[src/rtl/cpu_pkg.sv]
// Shared CPU definitions: opcode constants, special instructions, fetch FSM states.
// Pure declarations, no logic and no latency.
// No flow control lives here; consumers apply their own handshakes.
package cpu_pkg;

  localparam logic [3:0] OP_ADD = 4'h1;
  localparam logic [3:0] OP_SUB = 4'h2;
  localparam logic [3:0] OP_LDR = 4'h4;
  localparam logic [3:0] OP_STR = 4'h5;
  localparam logic [3:0] OP_BRN = 4'h8;
  localparam logic [3:0] OP_LDI = 4'hD;

  localparam logic [7:0] INSTR_HALT = 8'hFF;
  localparam logic [7:0] INSTR_NOP  = 8'h00;

  typedef enum logic [1:0] {
    ST_FETCH  = 2'd0,
    ST_ISSUE  = 2'd1,
    ST_HALTED = 2'd2
  } fetch_state_e;

  // The fetch unit only needs to recognise HALT; everything else passes through.
  function automatic logic is_halt(input logic [7:0] instr);
    return instr == INSTR_HALT;
  endfunction

endpackage

[src/rtl/fetch_pc.sv]
// Program counter: holds, increments (wrapping FF->00) or loads a new target.
// Latency: new value visible one clk edge after inc_i/load_i.
// No backpressure; load_i wins over inc_i when both are asserted.
module fetch_pc (
  input  logic       clk,
  input  logic       rst_n,
  input  logic       inc_i,
  input  logic       load_i,
  input  logic [7:0] load_val_i,
  output logic [7:0] pc_o
);

  logic [7:0] pc_q;
  logic [7:0] pc_d;

  // Next pc: redirect first, then sequential step; 8-bit add wraps silently.
  always_comb begin
    pc_d = pc_q;
    if (load_i) begin
      pc_d = load_val_i;
    end else if (inc_i) begin
      pc_d = pc_q + 8'd1;
    end
  end

  // pc register, cleared to address 0 on reset.
  always_ff @(posedge clk or negedge rst_n) begin
    if (!rst_n) begin
      pc_q <= 8'h00;
    end else begin
      pc_q <= pc_d;
    end
  end

  assign pc_o = pc_q;

endmodule

[src/rtl/instr_fetch.sv]
// Instruction fetch: reads imem at pc, holds the byte in ir and offers it to execute.
// Latency: first instr_valid one edge after reset release, two edges after a branch; then 1 instr/cycle.
// Backpressure: instr_ready low holds ir/ir_pc/pc; branch_valid overrides any accept.
// Optional: define INSTR_FETCH_PERF_EN to add the saturating fetch_cnt output.
module instr_fetch
  import cpu_pkg::*;
(
  input  logic       clk,
  input  logic       rst_n,
  output logic [7:0] imem_addr,
  input  logic [7:0] imem_data,
  output logic       instr_valid,
  input  logic       instr_ready,
  output logic [7:0] ir,
  output logic [7:0] ir_pc,
  output logic [3:0] opcode,
  output logic [3:0] operand,
  input  logic       branch_valid,
  input  logic [7:0] branch_target,
  output logic       halted
`ifdef INSTR_FETCH_PERF_EN
  ,
  output logic [15:0] fetch_cnt
`endif
);

  fetch_state_e state_q, state_d;
  logic [7:0]   ir_q, ir_d;
  logic [7:0]   ir_pc_q, ir_pc_d;
  logic [7:0]   pc;
  logic         pc_inc;
  logic         pc_load;
  logic         accept;

  fetch_pc u_pc (
    .clk        (clk),
    .rst_n      (rst_n),
    .inc_i      (pc_inc),
    .load_i     (pc_load),
    .load_val_i (branch_target),
    .pc_o       (pc)
  );

  // A held instruction is consumed only when execute is ready and not redirecting us.
  assign accept = (state_q == ST_ISSUE) && instr_ready && !branch_valid;

  // FSM and ir next-state: branches discard ir, accepts refill ir from imem in the same edge.
  always_comb begin
    state_d = state_q;
    ir_d    = ir_q;
    ir_pc_d = ir_pc_q;
    pc_inc  = 1'b0;
    pc_load = 1'b0;
    case (state_q)
      ST_FETCH: begin
        if (branch_valid) begin
          pc_load = 1'b1;
        end else begin
          ir_d    = imem_data;
          ir_pc_d = pc;
          pc_inc  = 1'b1;
          state_d = ST_ISSUE;
        end
      end
      ST_ISSUE: begin
        if (branch_valid) begin
          pc_load = 1'b1;
          state_d = ST_FETCH;
        end else if (accept) begin
          if (is_halt(ir_q)) begin
            state_d = ST_HALTED;
          end else begin
            ir_d    = imem_data;
            ir_pc_d = pc;
            pc_inc  = 1'b1;
          end
        end
      end
      ST_HALTED: begin
        // Only reset leaves this state.
      end
      default: begin
        state_d = ST_FETCH;
      end
    endcase
  end

  // State and instruction registers.
  always_ff @(posedge clk or negedge rst_n) begin
    if (!rst_n) begin
      state_q <= ST_FETCH;
      ir_q    <= INSTR_NOP;
      ir_pc_q <= 8'h00;
    end else begin
      state_q <= state_d;
      ir_q    <= ir_d;
      ir_pc_q <= ir_pc_d;
    end
  end

`ifdef INSTR_FETCH_PERF_EN
  logic [15:0] cnt_q;
  logic [15:0] cnt_d;

  // Count accepted instructions, sticking at all-ones.
  always_comb begin
    cnt_d = cnt_q;
    if (accept && (cnt_q != 16'hFFFF)) begin
      cnt_d = cnt_q + 16'd1;
    end
  end

  // Performance counter register.
  always_ff @(posedge clk or negedge rst_n) begin
    if (!rst_n) begin
      cnt_q <= 16'h0000;
    end else begin
      cnt_q <= cnt_d;
    end
  end

  assign fetch_cnt = cnt_q;
`endif

  assign imem_addr   = pc;
  assign instr_valid = (state_q == ST_ISSUE);
  assign halted      = (state_q == ST_HALTED);
  assign ir          = ir_q;
  assign ir_pc       = ir_pc_q;
  assign opcode      = ir_q[7:4];
  assign operand     = ir_q[3:0];

endmodule

[config.mk]
export PLATFORM = sky130hd
export DESIGN_NAME = instr_fetch
export DESIGN_NICKNAME = d
export VERILOG_FILES = /design/src/rtl/cpu_pkg.sv /design/src/rtl/fetch_pc.sv /design/src/rtl/instr_fetch.sv
export SDC_FILE = /design/constraint.sdc
export NUM_CORES = 1
export LEC_CHECK = 0
export CAP_MARGIN = 20
export CORE_ASPECT_RATIO = 0.6
export CORE_UTILIZATION = 45
export DETAILED_ROUTE_END_ITERATION = 10
export PLACE_DENSITY = 0.88
export SLEW_MARGIN = 20
export SYNTH_ARGS = -nofsm -noshare
export SYNTH_HDL_FRONTEND = slang
export SYNTH_SLANG_ARGS = --single-unit
[constraint.sdc]
create_clock -name clk -period 3.6 [get_ports clk]
set_clock_uncertainty 0.05 [all_clocks]
set_input_delay 0.36 -clock clk [delete_from_list [all_inputs] [get_ports clk]]
set_output_delay 0.36 -clock clk [all_outputs]
set_load 0.03 [all_outputs]
==> flow_summary.json, run 1 <==
{
  "max_slew_margin_pct": 61.8,
  "totalNegativeSetupSlack_ps": 0,
  "synth.yosys.warnings": 0,
  "fp.coreArea_um2": 2570,
  "top_reg_cell_synth": "dfrtp_1",
  "largest_net_degree_at_the_start_of_global_routing": 27,
  "dr_total_vias": 1025,
  "end_kind": "output port",
  "vias_in_the_first_global_route": 1023,
  "clkSinkCount": 26,
  "yosys.cell_types.count": 28,
  "crit_path_start": "state_q[1]$_DFFE_PN0P_",
  "grt_pass1_wl_um": 4730,
  "postSynthCellCount": 122,
  "rsz_0062_raised_after_global_routing": "false",
  "leakage_uw": 0.000767,
  "syn-mean-instance-area_um2": 10.4,
  "total_count_of_hold_check_failures_in_the_final_report": 0,
  "area_of_placed_instances_um2": 1740,
  "rr_worst_depth": 3,
  "cpLargestDelayFamily": "buffers and inverters",
  "timing.critical_path.required_ps": 3190,
  "max_cap_violations": 0,
  "post_cts.repair.setup_buffers": 0,
  "cp_slowest_cell": "clkdlybuf4s50_1",
  "cts_max_level": 1,
  "number_of_antenna_violations_at_the_first_check_in_global_routing": 0,
  "finalPower_uw": 925,
  "cts.hold.buffers_added": 0,
  "postRouteAntennaNets": 0,
  "power.density_cell_area_nw_per_um2": 511,
  "mappedNetlistNets": 143,
  "type_of_the_most_critical_hold_path": "in2async",
  "grt_overflow_total": 0,
  "multi_input_comb_area_um2": 522,
  "timing.critical_path.arrival_ps": 1610,
  "dieArea_um2": 3030,
  "clock_insertion_delay_worst_skew_ps": 270,
  "post_route_cells_drive_above_1_share_pct": 10.2,
  "nNetsFinal": 189,
  "cts.clk_slew.worst_paths_ps": 90,
  "globalplace.congestion": 0.799,
  "regToRegEndpoint": "ir[7]$_DFFE_PN0P_",
  "antennaDiodeCount": 0,
  "layout.core_utilization_pct": 70.3,
  "status": "complete, no violations",
  "viasPerCell": 5.15,
  "timing.critical_path.from_type": "register",
  "critical_path.cell_chain": "nor2b_1 > clkdlybuf4s50_1",
  "clock_buffer_count_from_cts": 3,
  "design.portCount": 54,
  "fmax_mhz": 495,
  "root_buffer": "clkbuf_8",
  "cpPeakStageDelay_ps": 690,
  "area.sequential_um2": 651,
  "timing.rr.start": "state_q[1]$_DFFE_PN0P_",
  "drt-initial-drc-count": 54,
  "drt_wl_total_um": 2940,
  "critical_path.endpoint": "halted",
  "dp.final_hpwl_um": 2180,
  "ys_ff_latch": 26,
  "postLayoutCellArea_um2": 1810,
  "groute.usage.overall_pct": 20.7,
  "path_buf_inv": 1,
  "firstDrtPassIters": 4,
  "finalSetupViolations": 0,
  "setup.worst_path.class": "reg2out",
  "floorplan.initialDensity_pct": 49.1,
  "ff2ff_setup_slack_ps": 1800,
  "period_needed_ps": 2020,
  "buffer_ports.inserted": 53,
  "netlist_area_um2": 1260,
  "worstMarginPinSlew_ps": 573,
  "wl_per_cell_um": 14.7,
  "cts.path.max_buffers": 2,
  "drv_slew": 0,
  "finalCritPeriodShare_pct": 56.1,
  "cts.repair.resized": 0,
  "area_delta_synth_final_pct": 43.2,
  "cp_max_fo": 7,
  "worst_ir_drop_vdd_mv": 0.332,
  "layout.filler_cells": 182,
  "placement_rows": 14,
  "remaining_drc_errors": 0,
  "cts_tree": "done",
  "synth_edf_count": 0,
  "floorplan.die.width_um": 70.4,
  "synth.yosys.seq_area_share_pct": 51.5,
  "synthArstFlopShare_pct": 100,
  "die-height_um": 43.1,
  "worst-path-stages": 2
}
cells in the mapped netlist, drive strengths merged, types with 2 or more instances:
cell type	n	share of area, %
nor2	5	1.5
a21oi	5	2.0
buf	12	7.2
xnor2	6	4.2
nand3	3	1.2
dfrtp	26	51
nand2	33	10
nand4	4	2.0
o21ai	4	1.6
mux2	8	7.1
a211oi	3	2.6
and2	2	0.99
and2b	2	1.2
routing by layer:
metal | GRT usage, % | vias to the layer above | wire length [µm]
met3 | 7.13 | 2 | 221
met1 | 25.9 | 484 | 1250
li1 | - | 497 | -
met4 | 5.20 | 0 | 27
met5 | 0 | - | 0
met2 | 34.7 | 42 | 1440
worst min path at each step:
stage                                          end                  from  slack, ps  depth (start not counted)
after global placement        ir_pc[7]$_DFFE_PN0P_  ir_pc[7]$_DFFE_PN0P_        400                          2
after detailed placement      ir_pc[1]$_DFFE_PN0P_  ir_pc[1]$_DFFE_PN0P_        410                          2
after global routing      u_pc.pc_o[1]$_DFFE_PN0P_                 rst_n         60                          1
after floorplan                  ir[0]$_DFFE_PN0P_                 rst_n         10                          0
final                     u_pc.pc_o[7]$_DFFE_PN0P_                 rst_n         20                          1
after CTS                     ir_pc[1]$_DFFE_PN0P_  ir_pc[1]$_DFFE_PN0P_        430                          2
cells in the final DEF, fill, tap and decap left out, types with 2 or more instances in the layout:
cell type / netlist / final
mux2_2: 8 / 8
a21oi_1: 5 / 5
a211oi_2: 2 / 2
clkbuf_8: 0 / 3
and2_1: 2 / 2
clkdlybuf4s50_1: 0 / 52
and2b_1: 2 / 2
nand4_1: 4 / 4
nand2_1: 32 / 32
dfrtp_1: 26 / 26
nor2_1: 5 / 5
o21ai_0: 3 / 3
nand3_1: 3 / 3
xnor2_1: 6 / 6
cell families after synthesis:
| family | after synthesis | share of synthesized area (%) |
|---|---|---|
| xor+xnor | 6 | 4.16 |
| buf+inv | 12 | 7.23 |
| mux | 8 | 7.13 |
| fa+ha+maj | 1 | 0.990 |
| simple gates | 53 | 19.1 |
| compound gates | 16 | 9.90 |
| flops | 26 | 51.5 |
power by group:
part | switching [µW] | leakage (µW) | internal, µW
combinational | 176 | 0.000420 | 138
clock | 91.4 | 0.0000357 | 149
sequential | 40.3 | 0.000312 | 331
stage by stage:
step	instances	hold WS [ps]	setup slack [ps]
floorplan	122	14.4	1890
global placement	195	405	1520
detailed placement	195	406	1450
CTS	199	427	1580
global route	199	61.2	1520
finish	199	22.4	1580
final cells by class:
class | count | share of cell area, %
well taps | 32 | 2.21
multi-input cells | 84 | 28.8
repair buffers | 53 | 29.0
clock buffers | 3 | 2.28
clock inverters | 1 | 1.66
flip-flops and latches | 26 | 36.0
sequential cells by signal, indices dropped and copies added, names as in the netlist:
signal,cells
ir,8
ir_pc,8
u_pc.pc_o,8
state_q,2
No activity file was read; power rests on OpenSTA's default activity.
==> run 2: changes to the inputs <==
CORE_UTILIZATION = 38   (was 45)
PLACE_DENSITY = 0.8   (was 0.88)
clock period = 1.85 ns   (was 3.6 ns; I/O delays follow)
==> run 2 against run 1 <==
  * Setup slack got worse by 1500 ps
  * Clock power up 30%
  * Register-to-register slack lost 1700 ps
  * Largest power group unchanged
  * Final cell count rose by 6.5%
==> flow_summary.json, run 2 (synthesis results as in run 1) <==
{
  "drt_wl_total_um": 2910,
  "power.density_cell_area_nw_per_um2": 903,
  "floorplan.initialDensity_pct": 41.8,
  "timing.critical_path.arrival_ps": 1870,
  "top_library_cells_by_usage_in_the_layout_fill_and_taps_aside": "51 x clkdlybuf4s50_1, 32 x nand2_1, 26 x dfrtp_1",
  "dp.final_hpwl_um": 2220,
  "placement_rows": 15,
  "root_buffer": "clkbuf_8",
  "timing.critical_path.required_ps": 1970,
  "largest_net_degree_at_the_start_of_global_routing": 27,
  "cts.hold.buffers_added": 0,
  "buffer_ports.inserted": 53,
  "critical_path.cell_chain": "or3_1 > nand2_4 > buf_4 > nor3_1 > a211oi_1",
  "drv_slew": 0,
  "dp.cells": 209,
  "worst_ir_drop_vdd_mv": 0.486,
  "postRouteAntennaNets": 0,
  "total_count_of_hold_check_failures_in_the_final_report": 0,
  "drt-initial-drc-count": 47,
  "end_kind": "register",
  "dr_total_vias": 1041,
  "fmax_mhz": 570,
  "cts.repair.resized": 0,
  "globalplace.congestion": 0.825,
  "nNetsFinal": 193,
  "max_cap_violations": 0,
  "max_slew_margin_pct": 77.5,
  "cts_max_level": 1,
  "setup.worst_path.class": "reg2reg",
  "finalCritPeriodShare_pct": 94.8,
  "layout.cells.most_common": "clkdlybuf4s50_1",
  "viasPerCell": 4.91,
  "finalSetupViolations": 0,
  "leakage_uw": 0.000800,
  "layout.core_utilization_pct": 60.6,
  "wl_per_cell_um": 13.7,
  "worstMarginPinSlew_ps": 337,
  "vias_in_the_first_global_route": 974,
  "finalPower_uw": 1650,
  "fin_worst_hold_slack_ps": 236,
  "antennaDiodeCount": 0,
  "cpPeakStageDelay_ps": 550,
  "cp_max_fo": 10,
  "number_of_antenna_violations_at_the_first_check_in_global_routing": 0,
  "clock_buffer_count_from_cts": 3,
  "groute.usage.overall_pct": 17.1,
  "cts.clk_slew.worst_paths_ps": 90,
  "die-height_um": 46.7,
  "grt_overflow_total": 0,
  "rsz_0062_raised_after_global_routing": "false",
  "post_route_cells_drive_above_1_share_pct": 11.2,
  "period_needed_ps": 1750,
  "fp.coreArea_um2": 3020,
  "clock_insertion_delay_worst_skew_ps": 270,
  "type_of_the_most_critical_hold_path": "in2async",
  "status": "complete, no violations",
  "firstDrtPassIters": 4,
  "final_cell_count_no_fill": 212,
  "remaining_drc_errors": 0,
  "post_cts.repair.setup_buffers": 0,
  "cts.path.max_buffers": 2,
  "cp_slowest_cell": "or3_1",
  "clkSinkCount": 26,
  "timing.critical_path.from_type": "register",
  "grt_pass1_wl_um": 4490,
  "floorplan.die.width_um": 76.5,
  "design.portCount": 54,
  "dieArea_um2": 3570,
  "area_delta_synth_final_pct": 45.0,
  "cts_tree": "done"
}
-- run 2: path summary, 6_finish.rpt --
kind,startpoint,endpoint,slack [ps],depth (start not counted)
setup / recovery,state_q[1]$_DFFE_PN0P_,u_pc.pc_o[0]$_DFFE_PN0P_,100,5
hold / removal,rst_n,ir_pc[7]$_DFFE_PN0P_,240,2
setup reg to reg,state_q[1]$_DFFE_PN0P_,u_pc.pc_o[0]$_DFFE_PN0P_,100,5
hold reg to reg,ir_pc[1]$_DFFE_PN0P_,ir_pc[1]$_DFFE_PN0P_,420,2
max in group asynchronous,rst_n,ir[4]$_DFFE_PN0P_,1260,2
min in group clk,branch_target[7],u_pc.pc_o[7]$_DFFE_PN0P_,410,3
-- run 2: cell type report --
type                       instances  area (µm²)
fill                             234        1190
sequential                        26         651
timing repair buffer              57         566
multi-input combinational         84         522
tap                               42        52.6
clock buffer                       3        41.3
-- run 2: per-stage QoR --
step	setup TNS [ps]	cell area, µm²	setup slack [ps]
floorplan	0	1260	140
global placement	0	1790	32.2
detailed placement	-18.9	1790	-17.1
CTS	0	1830	16.2
global route	0	1830	2.47
finish	0	1830	96.6
-- run 2: worst max-delay path: cells and delay by family (launching register included) --
family                 cells  cell delay (ps)
buffers and inverters      1              160
AND/OR/NAND/NOR            3              810
flip-flops                 1              440
AO/OA/AOI/OAI              1              200
-- run 2: where the power goes --
group / switching (µW) / internal (µW) / total (µW) / leakage (µW)
clock: 166 / 146 / 312 / 0.0000216
combinational: 346 / 277 / 623 / 0.000467
sequential: 76.5 / 644 / 720 / 0.000312
total: 588 / 1070 / 1650 / 0.000800
-- run 2: routing by layer --
layer / GRT usage [%] / share of wire, % / up-vias
li1: - / - / 502
met1: 20.5 / 45 / 492
met2: 29.9 / 47 / 41
met3: 4.75 / 6.7 / 6
met4: 7.31 / 1.7 / 0
met5: 0 / 0 / -
